**config.mk**
```make
export PLATFORM = sky130hd
export DESIGN_NAME = mole_scheduler_flat
export DESIGN_NICKNAME = d
export VERILOG_FILES = /design/src/rtl/whack_pkg.sv /design/src/rtl/mole_scheduler_if.sv /design/src/rtl/mole_lfsr.sv /design/src/rtl/mole_scheduler.sv /design/src/flat_wrapper.sv
export SDC_FILE = /design/constraint.sdc
export NUM_CORES = 1
export LEC_CHECK = 0
export ABC_AREA = 1
export BUFFER_PORTS_ARGS = -buffer_cell sky130_fd_sc_hd__buf_2
export CAP_MARGIN = 20
export CORE_MARGIN = 1.5
export CORE_UTILIZATION = 35
export CTS_BUF_LIST = sky130_fd_sc_hd__clkbuf_8
export DETAILED_ROUTE_END_ITERATION = 10
export PLACE_DENSITY = 0.56
export SETUP_SLACK_MARGIN = 0.02
export SYNTH_ARGS = -nofsm -noshare
export SYNTH_HDL_FRONTEND = slang
export SYNTH_SLANG_ARGS = --single-unit
```
**constraint.sdc**
```tcl
create_clock -name clk -period 4 [get_ports clk]
set_input_delay 0.8 -clock clk [delete_from_list [all_inputs] [get_ports clk]]
set_output_delay 0.8 -clock clk [all_outputs]
set_load 0.05 [all_outputs]
```
**src/rtl/whack_pkg.sv**
```systemverilog
// -----------------------------------------------------------------------------
// whack_pkg
// Shared definitions for the whack-a-mole mole scheduler.
//   mole_state_t     : scheduler FSM states
//   DIFF_*           : difficulty_level encodings
//   DEF_*            : default timing constants (milliseconds / ticks)
//   LFSR_TAPS        : Galois feedback mask for the 16-bit hole picker
//   MS_W             : width of the millisecond counter
// -----------------------------------------------------------------------------
package whack_pkg;

    typedef enum logic [1:0] {
        IDLE    = 2'd0,
        GAP     = 2'd1,
        UP      = 2'd2,
        WHACKED = 2'd3
    } mole_state_t;

    localparam logic [1:0] DIFF_EASY = 2'd0;
    localparam logic [1:0] DIFF_MED  = 2'd1;
    localparam logic [1:0] DIFF_HARD = 2'd2;

    localparam int DEF_TICKS_PER_MS = 100000;
    localparam int DEF_UP_MS_EASY   = 1200;
    localparam int DEF_UP_MS_MED    = 800;
    localparam int DEF_UP_MS_HARD   = 500;
    localparam int DEF_GAP_MS       = 300;
    localparam int DEF_WHACK_MS     = 150;

    localparam logic [15:0] LFSR_TAPS = 16'hB400;

    // Every duration must fit this counter (max 2047 ms).
    localparam int MS_W = 11;

endpackage

```
**src/rtl/mole_scheduler_if.sv**
```systemverilog
// -----------------------------------------------------------------------------
// mole_scheduler_if
// Bundles the scheduler's game-side signals.
//   enable, difficulty_level, hit_btn           : game controller -> scheduler
//   mole_active, mole_id, hit_pulse, miss_pulse,
//   wrong_pulse, hit_flash                      : scheduler -> LEDs / score
// master = driving side (game controller), slave = the scheduler itself.
// -----------------------------------------------------------------------------
interface mole_scheduler_if #(
    parameter int N_HOLES = 8
);
    localparam int ID_W = $clog2(N_HOLES);

    logic               enable;
    logic [1:0]         difficulty_level;
    logic [N_HOLES-1:0] hit_btn;
    logic [N_HOLES-1:0] mole_active;
    logic [ID_W-1:0]    mole_id;
    logic               hit_pulse;
    logic               miss_pulse;
    logic               wrong_pulse;
    logic               hit_flash;

    modport master (
        output enable, difficulty_level, hit_btn,
        input  mole_active, mole_id, hit_pulse, miss_pulse, wrong_pulse, hit_flash
    );

    modport slave (
        input  enable, difficulty_level, hit_btn,
        output mole_active, mole_id, hit_pulse, miss_pulse, wrong_pulse, hit_flash
    );

endinterface

```
**src/rtl/mole_lfsr.sv**
```systemverilog
// -----------------------------------------------------------------------------
// mole_lfsr
// Free-running 16-bit Galois LFSR used to pick the next hole.
//   clk   : system clock
//   rst   : asynchronous active-high reset, loads SEED
//   value : current LFSR state
// -----------------------------------------------------------------------------
module mole_lfsr
    import whack_pkg::*;
#(
    parameter logic [15:0] SEED = 16'hACE1
) (
    input  logic        clk,
    input  logic        rst,
    output logic [15:0] value
);

    // Shift right; when the bit falling out is 1, fold the tap mask back in.
    always_ff @(posedge clk or posedge rst) begin
        if (rst) begin
            value <= SEED;
        end else if (value[0]) begin
            value <= (value >> 1) ^ LFSR_TAPS;
        end else begin
            value <= value >> 1;
        end
    end

endmodule

```
**src/rtl/mole_scheduler.sv**
```systemverilog
// -----------------------------------------------------------------------------
// mole_scheduler
// Pops moles up in pseudo-random holes while gameplay is enabled and
// classifies button presses into hit / wrong / miss pulses.
//   clk : system clock
//   rst : asynchronous active-high reset
//   bus : mole_scheduler_if.slave (enable, difficulty_level, hit_btn in;
//         mole_active, mole_id, hit/miss/wrong pulses, hit_flash out)
// All outputs are registered; they are computed from the next state so that
// mole_active is lit on the very first UP cycle.
// -----------------------------------------------------------------------------
module mole_scheduler
    import whack_pkg::*;
#(
    parameter int          N_HOLES      = 8,
    parameter int          TICKS_PER_MS = DEF_TICKS_PER_MS,
    parameter logic [15:0] LFSR_SEED    = 16'hACE1,
    parameter int          UP_MS_EASY   = DEF_UP_MS_EASY,
    parameter int          UP_MS_MED    = DEF_UP_MS_MED,
    parameter int          UP_MS_HARD   = DEF_UP_MS_HARD,
    parameter int          GAP_MS       = DEF_GAP_MS,
    parameter int          WHACK_MS     = DEF_WHACK_MS
) (
    input  logic           clk,
    input  logic           rst,
    mole_scheduler_if.slave bus
);

    localparam int ID_W  = $clog2(N_HOLES);
    localparam int PRE_W = (TICKS_PER_MS > 1) ? $clog2(TICKS_PER_MS) : 1;
    localparam logic [PRE_W-1:0] PRE_LAST = PRE_W'(TICKS_PER_MS - 1);

    mole_state_t        state, state_n;
    logic [PRE_W-1:0]   pre_cnt;
    logic [MS_W-1:0]    ms_cnt;
    logic [MS_W-1:0]    cur_dur;
    logic [MS_W-1:0]    up_ms, up_ms_n;
    logic [ID_W-1:0]    mole_id, id_n, cand;
    logic [N_HOLES-1:0] active, active_n;
    logic               hit, hit_n;
    logic               miss, miss_n;
    logic               wrong, wrong_n;
    logic               flash, flash_n;
    logic               done;
    logic [15:0]        lfsr;
    logic               lfsr_unused;

    mole_lfsr #(.SEED(LFSR_SEED)) u_lfsr (
        .clk   (clk),
        .rst   (rst),
        .value (lfsr)
    );

    // Only the low bits choose a hole; the rest just keeps the sequence long.
    assign lfsr_unused = ^lfsr[15:ID_W];

    function automatic logic [MS_W-1:0] up_time(input logic [1:0] d);
        case (d)
            DIFF_EASY: return MS_W'(UP_MS_EASY);
            DIFF_MED:  return MS_W'(UP_MS_MED);
            default:   return MS_W'(UP_MS_HARD);
        endcase
    endfunction

    // Duration of the current state and the final-cycle strobe.
    always_comb begin
        cur_dur = MS_W'(1);
        case (state)
            GAP:     cur_dur = MS_W'(GAP_MS);
            UP:      cur_dur = up_ms;
            WHACKED: cur_dur = MS_W'(WHACK_MS);
            default: cur_dur = MS_W'(1);
        endcase
        done = (pre_cnt == PRE_LAST) && (ms_cnt == cur_dur - MS_W'(1));
    end

    // Next state and next registered outputs.
    always_comb begin
        state_n  = state;
        id_n     = mole_id;
        up_ms_n  = up_ms;
        active_n = active;
        hit_n    = 1'b0;
        miss_n   = 1'b0;
        wrong_n  = 1'b0;
        flash_n  = 1'b0;
        cand     = lfsr[ID_W-1:0];

        if (!bus.enable) begin
            state_n  = IDLE;
            active_n = '0;
        end else begin
            case (state)
                IDLE: begin
                    state_n  = GAP;
                    active_n = '0;
                end
                GAP: begin
                    active_n = '0;
                    if (done) begin
                        // Never relight the hole that was just used.
                        if (cand == mole_id) begin
                            cand = cand + ID_W'(1);
                        end
                        id_n     = cand;
                        up_ms_n  = up_time(bus.difficulty_level);
                        active_n = N_HOLES'(1) << cand;
                        state_n  = UP;
                    end
                end
                UP: begin
                    // A correct press outranks both a wrong press and timeout.
                    if (bus.hit_btn[mole_id]) begin
                        hit_n    = 1'b1;
                        active_n = '0;
                        flash_n  = 1'b1;
                        state_n  = WHACKED;
                    end else begin
                        wrong_n = |bus.hit_btn;
                        if (done) begin
                            miss_n   = 1'b1;
                            active_n = '0;
                            state_n  = GAP;
                        end
                    end
                end
                WHACKED: begin
                    active_n = '0;
                    if (done) begin
                        state_n = GAP;
                    end else begin
                        flash_n = 1'b1;
                    end
                end
                default: begin
                    state_n  = IDLE;
                    active_n = '0;
                end
            endcase
        end
    end

    // Prescaler and millisecond counter restart on every state change.
    always_ff @(posedge clk or posedge rst) begin
        if (rst) begin
            pre_cnt <= '0;
            ms_cnt  <= '0;
        end else if (state_n != state) begin
            pre_cnt <= '0;
            ms_cnt  <= '0;
        end else if (pre_cnt == PRE_LAST) begin
            pre_cnt <= '0;
            ms_cnt  <= ms_cnt + MS_W'(1);
        end else begin
            pre_cnt <= pre_cnt + PRE_W'(1);
        end
    end

    // State, latched mole parameters and registered outputs.
    always_ff @(posedge clk or posedge rst) begin
        if (rst) begin
            state   <= IDLE;
            mole_id <= '0;
            up_ms   <= '0;
            active  <= '0;
            hit     <= 1'b0;
            miss    <= 1'b0;
            wrong   <= 1'b0;
            flash   <= 1'b0;
        end else begin
            state   <= state_n;
            mole_id <= id_n;
            up_ms   <= up_ms_n;
            active  <= active_n;
            hit     <= hit_n;
            miss    <= miss_n;
            wrong   <= wrong_n;
            flash   <= flash_n;
        end
    end

    assign bus.mole_active = active;
    assign bus.mole_id     = mole_id;
    assign bus.hit_pulse   = hit;
    assign bus.miss_pulse  = miss;
    assign bus.wrong_pulse = wrong;
    assign bus.hit_flash   = flash;

endmodule
```
**src/flat_wrapper.sv**
```systemverilog
// flat-port wrapper written by rule: the top's interface ports become plain ports
module mole_scheduler_flat import whack_pkg::*;
#(
    parameter int          N_HOLES      = 8,
    parameter int          TICKS_PER_MS = DEF_TICKS_PER_MS,
    parameter logic [15:0] LFSR_SEED    = 16'hACE1,
    parameter int          UP_MS_EASY   = DEF_UP_MS_EASY,
    parameter int          UP_MS_MED    = DEF_UP_MS_MED,
    parameter int          UP_MS_HARD   = DEF_UP_MS_HARD,
    parameter int          GAP_MS       = DEF_GAP_MS,
    parameter int          WHACK_MS     = DEF_WHACK_MS
)
  (clk, rst, bus_enable, bus_difficulty_level, bus_hit_btn, bus_mole_active, bus_mole_id, bus_hit_pulse, bus_miss_pulse, bus_wrong_pulse, bus_hit_flash);
  mole_scheduler_if #(.N_HOLES(N_HOLES)) bus_i ();
  input  logic clk;
  input  logic rst;
  input wire logic [$bits(bus_i.enable)-1:0] bus_enable;
  input wire logic [$bits(bus_i.difficulty_level)-1:0] bus_difficulty_level;
  input wire logic [$bits(bus_i.hit_btn)-1:0] bus_hit_btn;
  output wire logic [$bits(bus_i.mole_active)-1:0] bus_mole_active;
  output wire logic [$bits(bus_i.mole_id)-1:0] bus_mole_id;
  output wire logic [$bits(bus_i.hit_pulse)-1:0] bus_hit_pulse;
  output wire logic [$bits(bus_i.miss_pulse)-1:0] bus_miss_pulse;
  output wire logic [$bits(bus_i.wrong_pulse)-1:0] bus_wrong_pulse;
  output wire logic [$bits(bus_i.hit_flash)-1:0] bus_hit_flash;
  assign bus_i.enable = bus_enable;
  assign bus_i.difficulty_level = bus_difficulty_level;
  assign bus_i.hit_btn = bus_hit_btn;
  assign bus_mole_active = bus_i.mole_active;
  assign bus_mole_id = bus_i.mole_id;
  assign bus_hit_pulse = bus_i.hit_pulse;
  assign bus_miss_pulse = bus_i.miss_pulse;
  assign bus_wrong_pulse = bus_i.wrong_pulse;
  assign bus_hit_flash = bus_i.hit_flash;
  mole_scheduler #(.N_HOLES(N_HOLES), .TICKS_PER_MS(TICKS_PER_MS), .LFSR_SEED(LFSR_SEED), .UP_MS_EASY(UP_MS_EASY), .UP_MS_MED(UP_MS_MED), .UP_MS_HARD(UP_MS_HARD), .GAP_MS(GAP_MS), .WHACK_MS(WHACK_MS)) u_core (.clk(clk), .rst(rst), .bus(bus_i));
endmodule
```
==> out/results.ini, run 1 <==
[pwr]
power_frac_seq_pct = 49.1
clkPwrFrac_pct = 41.4
power.density_mw_per_mm2 = 326
p_sw_mw = 0.390
switching_share_pct = 27.7
internal-power_mw = 1.02
irDropWorstVdd_mv = 0.236
comb_power_share_pct = 9.5
p_leak_nw = 2.02

[critical_path]
path_class = flip-flop to flip-flop
r2r_cells = 22
timing.rr.end = u_core.pre_cnt[16]$_DFF_PP0_
rrSetupSlack_ns = 0.57
crit_required_ns = 4.22
start_kind = flip-flop
critPathSlowestCell = dfrtp_1
crit_family = simple AND/OR/NAND/NOR gates
crit_arrival_ns = 3.66
cp-startpoint = u_core.state[0]$_DFF_PP0_
worstPathMaxFanout = 28
crit_buf_inv = 1
r2r_start = u_core.state[0]$_DFF_PP0_
cp_cell_sequence = inv_1, ha_1, nand2_1, nand2_1, nand2_1, nand2_2, nor2_2, nand2_1, nand2_1, nand2_1, nor2_1, nand2_1, nor2_4, nand2_4, nand2_1, nand3_1, nand2_1, nand2_2, nand2_1, nand2_2, nand2_4, nor2_1
slowest_delay_ns = 0.53
crit_path_end_kind = flip-flop
crit_path_frequent_cell = nand2_1

[routing]
drt-pass1-iter-count = 4
drcViolationCount = 0
detail-route-antenna-nets = 0
routed_wl_um = 7470
vias = 2857
drt-initial-drc-count = 91
wl_per_cell_um = 11.9
viasPerCell = 4.57

[floorplanning]
rows = 38
fp.dieW_um = 108
core-area_sq_mm = 0.0107
io_pins = 28
die_area_sq_mm = 0.0116
die_height_um = 108
initial_core_util_pct = 35.7

[cells_and_area]
final.fill_count = 1122
drive_gt1_share_pct = 22.5
antenna_cells = 0
final_cell_area_sq_mm = 0.00431
layoutNonFillerInstCount = 625
nets = 503
area_delta_synth_final_pct = 12.5

[synth]
synth.area.top_cells = dfrtp_1 (39%), nand2_1 (8.8%), nor2_4 (7.1%)
yosys.area_share.simple_pct = 32.8
ys_types = 33
ys_ff_latch = 67
syn_area_per_cell_sq_um = 8.59
synth_fp_nets = 469
async_flop_share_pct = 100
synth_xor_area_share_pct = 7.32
ys.flop_type = dfrtp_1
syn-cell-area_sq_mm = 0.00383
ys_warn_count = 0
synth_edf_count = 0
yosysMostFrequentCell = nand2_1
synth_largest_area_cell = dfrtp_1
synth_common_cells = nand2_1 (90), dfrtp_1 (59), inv_1 (54)
syn-instance-count = 446
synth_mux_area_share_pct = 0.261
ys_seq_area_share_pct = 44.0
synthAdderAreaFrac_pct = 3.27
synth_top_family_by_area = simple AND/OR/NAND/NOR gates
synth_compound_area_share_pct = 4.96
synth.top_cell.area_share_pct = 38.5

[run]
drv_cap = 0

[timing]
setup_violations = 0
fin_skew_ns = 0.0168
max_freq_mhz = 291
whs_ns = 0.351
setup_tns_ns = 0
max_slew.worst_pin.slew_ns = 0.682
hold_viol_final = 0
slew_headroom_pct = 54.5
slew_viol_final = 0
grt_setup_unrepaired = no
setup_slack_ns = 0.566
fin_crit_ns = 3.43
post-route-period-util_pct = 85.8

[cts]
ctsHoldBuffers = 0
htreeDepth = 3
cts_sinks = 67
cts_resized = 0
cts_buffers = 9
cts_tree = done
postCtsSetupRepairBufs = 0
cts.clk_slew.worst_paths_ns = 0.08
cts_max_path_buffers = 2
clkLatencyLatePin_ns = 0.36
cts_root_buf = clkbuf_8

[global_routing]
grt_overflow = 0
antenna_found_initial = 0
grt_max_degree = 32
grtUsageTotal_pct = 14.7
first_global_vias = 2930
grt_first_pass_wirelength_um = 13500

[hold_path]
hold_depth = 0
hp-start = u_core.u_lfsr.value[3]$_DFF_PP0_
hold_path.class = flip-flop to flip-flop
holdPathEnd = u_core.u_lfsr.value[2]$_DFF_PP0_

[place]
dp_hpwl_um = 5570
place_ws_ns = 0.611
dpl_cell_area_sq_mm = 0.00411
portBuffers = 27
dpl.cell_count = 609
gp_congestion = 0.837

[status]
status = finished, final reports clean

==> area by class of cell <==
| type | instances | area [sq um] | share of cell area (%) |
|---|---|---|---|
| Sequential cell | 67 | 1690 | 39.1 |
| Timing Repair Buffer | 29 | 163 | 3.77 |
| Tap cell | 140 | 175 | 4.07 |
| Multi-Input combinational cell | 314 | 1860 | 43.2 |
| Clock buffer | 9 | 124 | 2.87 |
| Inverter | 59 | 221 | 5.14 |
| Clock inverter | 7 | 76.3 | 1.77 |
==> state kept, by name, summed over array words and instances (netlist names) <==
register                cells
u_core.pre_cnt             17
u_core.bus.hit_flash        1
u_core.bus.mole_active      8
u_core.bus.mole_id          3
u_core.up_ms                6
u_core.bus.wrong_pulse      1
u_core.bus.miss_pulse       1
u_core.state                2
u_core.u_lfsr.value        16
u_core.ms_cnt              11
u_core.bus.hit_pulse        1
==> worst reg2reg max path, delay by kind of cell, from the launching register on <==
family	cells	cell delay, ns
AND/OR/NAND/NOR	20	2.21
flip-flops	1	0.53
adder cells (fa/ha/maj)	1	0.37
buffers and inverters	1	0.18
==> stage by stage <==
| step | utilization [%] | power (mW) |
|---|---|---|
| CTS | 40.1 | 1.43 |
| global placement | 38.1 | 0.836 |
| global route | 40.1 | 1.47 |
| detailed placement | 38.2 | 0.840 |
| finish | 40.1 | 1.41 |
| floorplan | - | 0.818 |
==> power groups by stage <==
stage               sequential [mW]  combinational (mW)  clock (mW)
floorplan                     0.703               0.115           0
global placement              0.704               0.132           0
global route                  0.693               0.151       0.629
finish                        0.691               0.133       0.582
detailed placement            0.704               0.136           0
CTS                           0.691               0.136       0.603
==> per-layer routing <==
metal	vias to the layer above	part of all wire [%]	global-route usage, %
met2	43	46	23.6
met5	-	0	0
li1	1467	-	-
met1	1334	50	19.2
met4	0	1.7	5.55
met3	13	3.3	3.69
==> placed cells by master (no fill, tap or decap), types with 3 or more instances in the layout <==
cell,Yosys,routed
inv_1,54,54
nor4_1,5,5
dfrtp_1,59,59
or2_2,5,5
o21ai_0,23,23
nand2_4,4,4
xnor2_1,9,9
o21a_1,3,3
nor2_2,4,4
nor3_1,5,5
nand3_1,37,37
nor2_1,43,43
buf_2,1,27
clkbuf_8,0,9
nor2_4,24,24
nand4_1,5,5
nand2_2,11,11
nand2_1,90,90
ha_1,10,10
inv_2,3,4
nand3_2,3,3
dfstp_2,8,8
xor2_1,23,23
==> cell families after synthesis <==
group | after synthesis
and+or+nand+nor | 238
DFF | 67
buffers and inverters | 65
AOI/OAI and AO/OA | 33
xor gates and xnor gates | 32
adders and majority gates | 10
muxes | 1
==> worst max-delay path by stage <==
| stage | endpoint | slack (ns) | depth (start not counted) |
|---|---|---|---|
| 2_1_floorplan | u_core.ms_cnt[1]$_DFFE_PP0P_ | 1.34 | 21 |
| 3_3_place_gp | u_core.ms_cnt[10]$_DFFE_PP0P_ | 0.70 | 22 |
| 3_5_place_dp | u_core.pre_cnt[16]$_DFF_PP0_ | 0.61 | 22 |
| 4_1_cts | u_core.pre_cnt[16]$_DFF_PP0_ | 0.58 | 20 |
| 5_1_grt | u_core.pre_cnt[16]$_DFF_PP0_ | 0.14 | 20 |
| 6_report | u_core.pre_cnt[16]$_DFF_PP0_ | 0.57 | 22 |
Note: power is estimated with default switching activity, not from simulation.
==> inputs of run 2 (changes only) <==
Settings changed: PLACE_DENSITY 0.56 to 0.58.
Clock period 4 ns to 3.1 ns, I/O delays scaled along.
==> run 2 against run 1 <==
Net effect:
- total power is 22% higher
- sequential power is 29% higher
- core utilization is 0.58 points higher
- largest power group unchanged
- highest routed layer unchanged
==> out/results.ini, run 2 (synthesized netlist as in run 1, its figures left out) <==
[status]
status = finished, final reports clean

[floorplanning]
io_pins = 28
die_area_sq_mm = 0.0116
die_height_um = 108
fp.dieW_um = 108
rows = 38
initial_core_util_pct = 35.7
core-area_sq_mm = 0.0107

[cts]
htreeDepth = 3
cts_tree = done
cts_max_path_buffers = 2
clkLatencyLatePin_ns = 0.35
cts.clk_slew.worst_paths_ns = 0.07
cts_buffers = 9
ctsHoldBuffers = 0
cts_sinks = 67
cts_root_buf = clkbuf_8
postCtsSetupRepairBufs = 0
cts_resized = 0

[pwr]
power.total_mw = 1.72
power.density_mw_per_mm2 = 393
p_leak_nw = 2.05
irDropWorstVdd_mv = 0.321

[timing]
post-route-period-util_pct = 89.7
hold_viol_final = 0
fin_skew_ns = 0.00891
slew_headroom_pct = 47.8
max_freq_mhz = 359
setup_violations = 0
slew_viol_final = 0
fin_crit_ns = 2.78
whs_ns = 0.354
setup_tns_ns = 0
max_slew.worst_pin.slew_ns = 0.782
grt_setup_unrepaired = yes

[critical_path]
slowest_delay_ns = 0.38
crit_path_end_kind = flip-flop
path_class = flip-flop to flip-flop
cp_cell_sequence = buf_4, ha_1, inv_1, nand2_1, nand2_1, nand2_2, nor2_2, nand2_1, nand2_1, nand2_1, nor2_1, nand2_1, nor2_4, nand2_4, nand2_1, nand3_1, nand2_1, nand2_2, nand2_1, nand2_2, nand2_4, buf_6, nor2_4
start_kind = flip-flop
crit_required_ns = 3.33
worstPathMaxFanout = 9
crit_buf_inv = 3
crit_path_frequent_cell = nand2_1
crit_family = simple AND/OR/NAND/NOR gates
critPathSlowestCell = dfrtp_1
crit_arrival_ns = 3.01

[cells_and_area]
largest-register = u_core.pre_cnt
final_cell_mix = nand2_1 (90), dfrtp_1 (58), inv_1 (54)
final.fill_count = 1109
area_delta_synth_final_pct = 14.1
drive_gt1_share_pct = 23.7
layout_commonest_cell = nand2_1
reg.largest.list = u_core.pre_cnt x17, u_core.u_lfsr.value x16, u_core.ms_cnt x11
nets = 508
post-route-util_pct = 40.7
largest_reg_flops = 17
antenna_cells = 0

[global_routing]
grt_overflow = 0
antenna_found_initial = 0
grt_first_pass_wirelength_um = 13300
first_global_vias = 2871
grtUsageTotal_pct = 14.7
grt_max_degree = 38

[routing]
vias = 2883
drt-initial-drc-count = 98
drt-pass1-iter-count = 4
viasPerCell = 4.58
routed_wl_um = 7680
drcViolationCount = 0
wl_per_cell_um = 12.2
detail-route-antenna-nets = 0

[hold_path]
hold_path.class = flip-flop to flip-flop

[place]
portBuffers = 27
dp_hpwl_um = 5670
gp_congestion = 0.858

[run]
drv_cap = 0

[run 2: path summary, 6_finish.rpt]
kind,depth (start not counted),start,slack [ns],end
min in group asynchronous,2,rst,0.41,u_core.u_lfsr.value[8]$_DFF_PP0_
min reg2reg,0,u_core.u_lfsr.value[8]$_DFF_PP0_,0.35,u_core.u_lfsr.value[7]$_DFF_PP1_
max in group asynchronous,3,rst,2.00,u_core.u_lfsr.value[5]$_DFF_PP1_
max,23,u_core.state[0]$_DFF_PP0_,0.32,u_core.ms_cnt[7]$_DFFE_PP0P_
min,0,u_core.u_lfsr.value[8]$_DFF_PP0_,0.35,u_core.u_lfsr.value[7]$_DFF_PP1_
max reg2reg,23,u_core.state[0]$_DFF_PP0_,0.32,u_core.ms_cnt[7]$_DFFE_PP0P_
[run 2: report_power, final]
part           internal, mW  switching, mW
sequential            0.883        0.00667
combinational        0.0720          0.132
clock                 0.288          0.337
[run 2: through the flow]
| stage | setup WS, ns | instance area (sq um) | cells |
|---|---|---|---|
| 2_1_floorplan | 0.444 | 3830 | 446 |
| 3_3_place_gp | 0.300 | 4140 | 612 |
| 3_5_place_dp | 0.167 | 4140 | 612 |
| 4_1_cts | 0.158 | 4310 | 627 |
| 5_1_grt | 0.00801 | 4370 | 629 |
| 6_report | 0.318 | 4370 | 629 |
[run 2: worst reg2reg max path, cell delays in order (launching register included)]
cell	delay [ns]
dfrtp_1	0.38
buf_4	0.17
ha_1	0.23
inv_1	0.11
nand2_1	0.06
nand2_1	0.09
nand2_2	0.12
nor2_2	0.13
nand2_1	0.06
nand2_1	0.06
nand2_1	0.04
nor2_1	0.11
nand2_1	0.10
nor2_4	0.12
nand2_4	0.10
nand2_1	0.08
nand3_1	0.06
nand2_1	0.10
nand2_2	0.06
nand2_1	0.07
nand2_2	0.06
nand2_4	0.12
buf_6	0.22
nor2_4	0.04
[run 2: cell type report]
type	instances	area, sq um	area share, %
multi-input combinational	314	1880	43.0
sequential	67	1690	38.6
timing repair buffer	34	241	5.52
inverter	59	221	5.07
tap	140	175	4.01
clock buffer	9	124	2.83
clock inverter	6	43.8	1.00
[run 2: layer usage]
metal,vias up,share of wire [%],track usage [%]
li1,1479,-,-
met4,0,2.2,6.86
met3,17,2.3,2.78
met1,1351,48,18.5
met5,-,0,0
met2,36,47,24.2
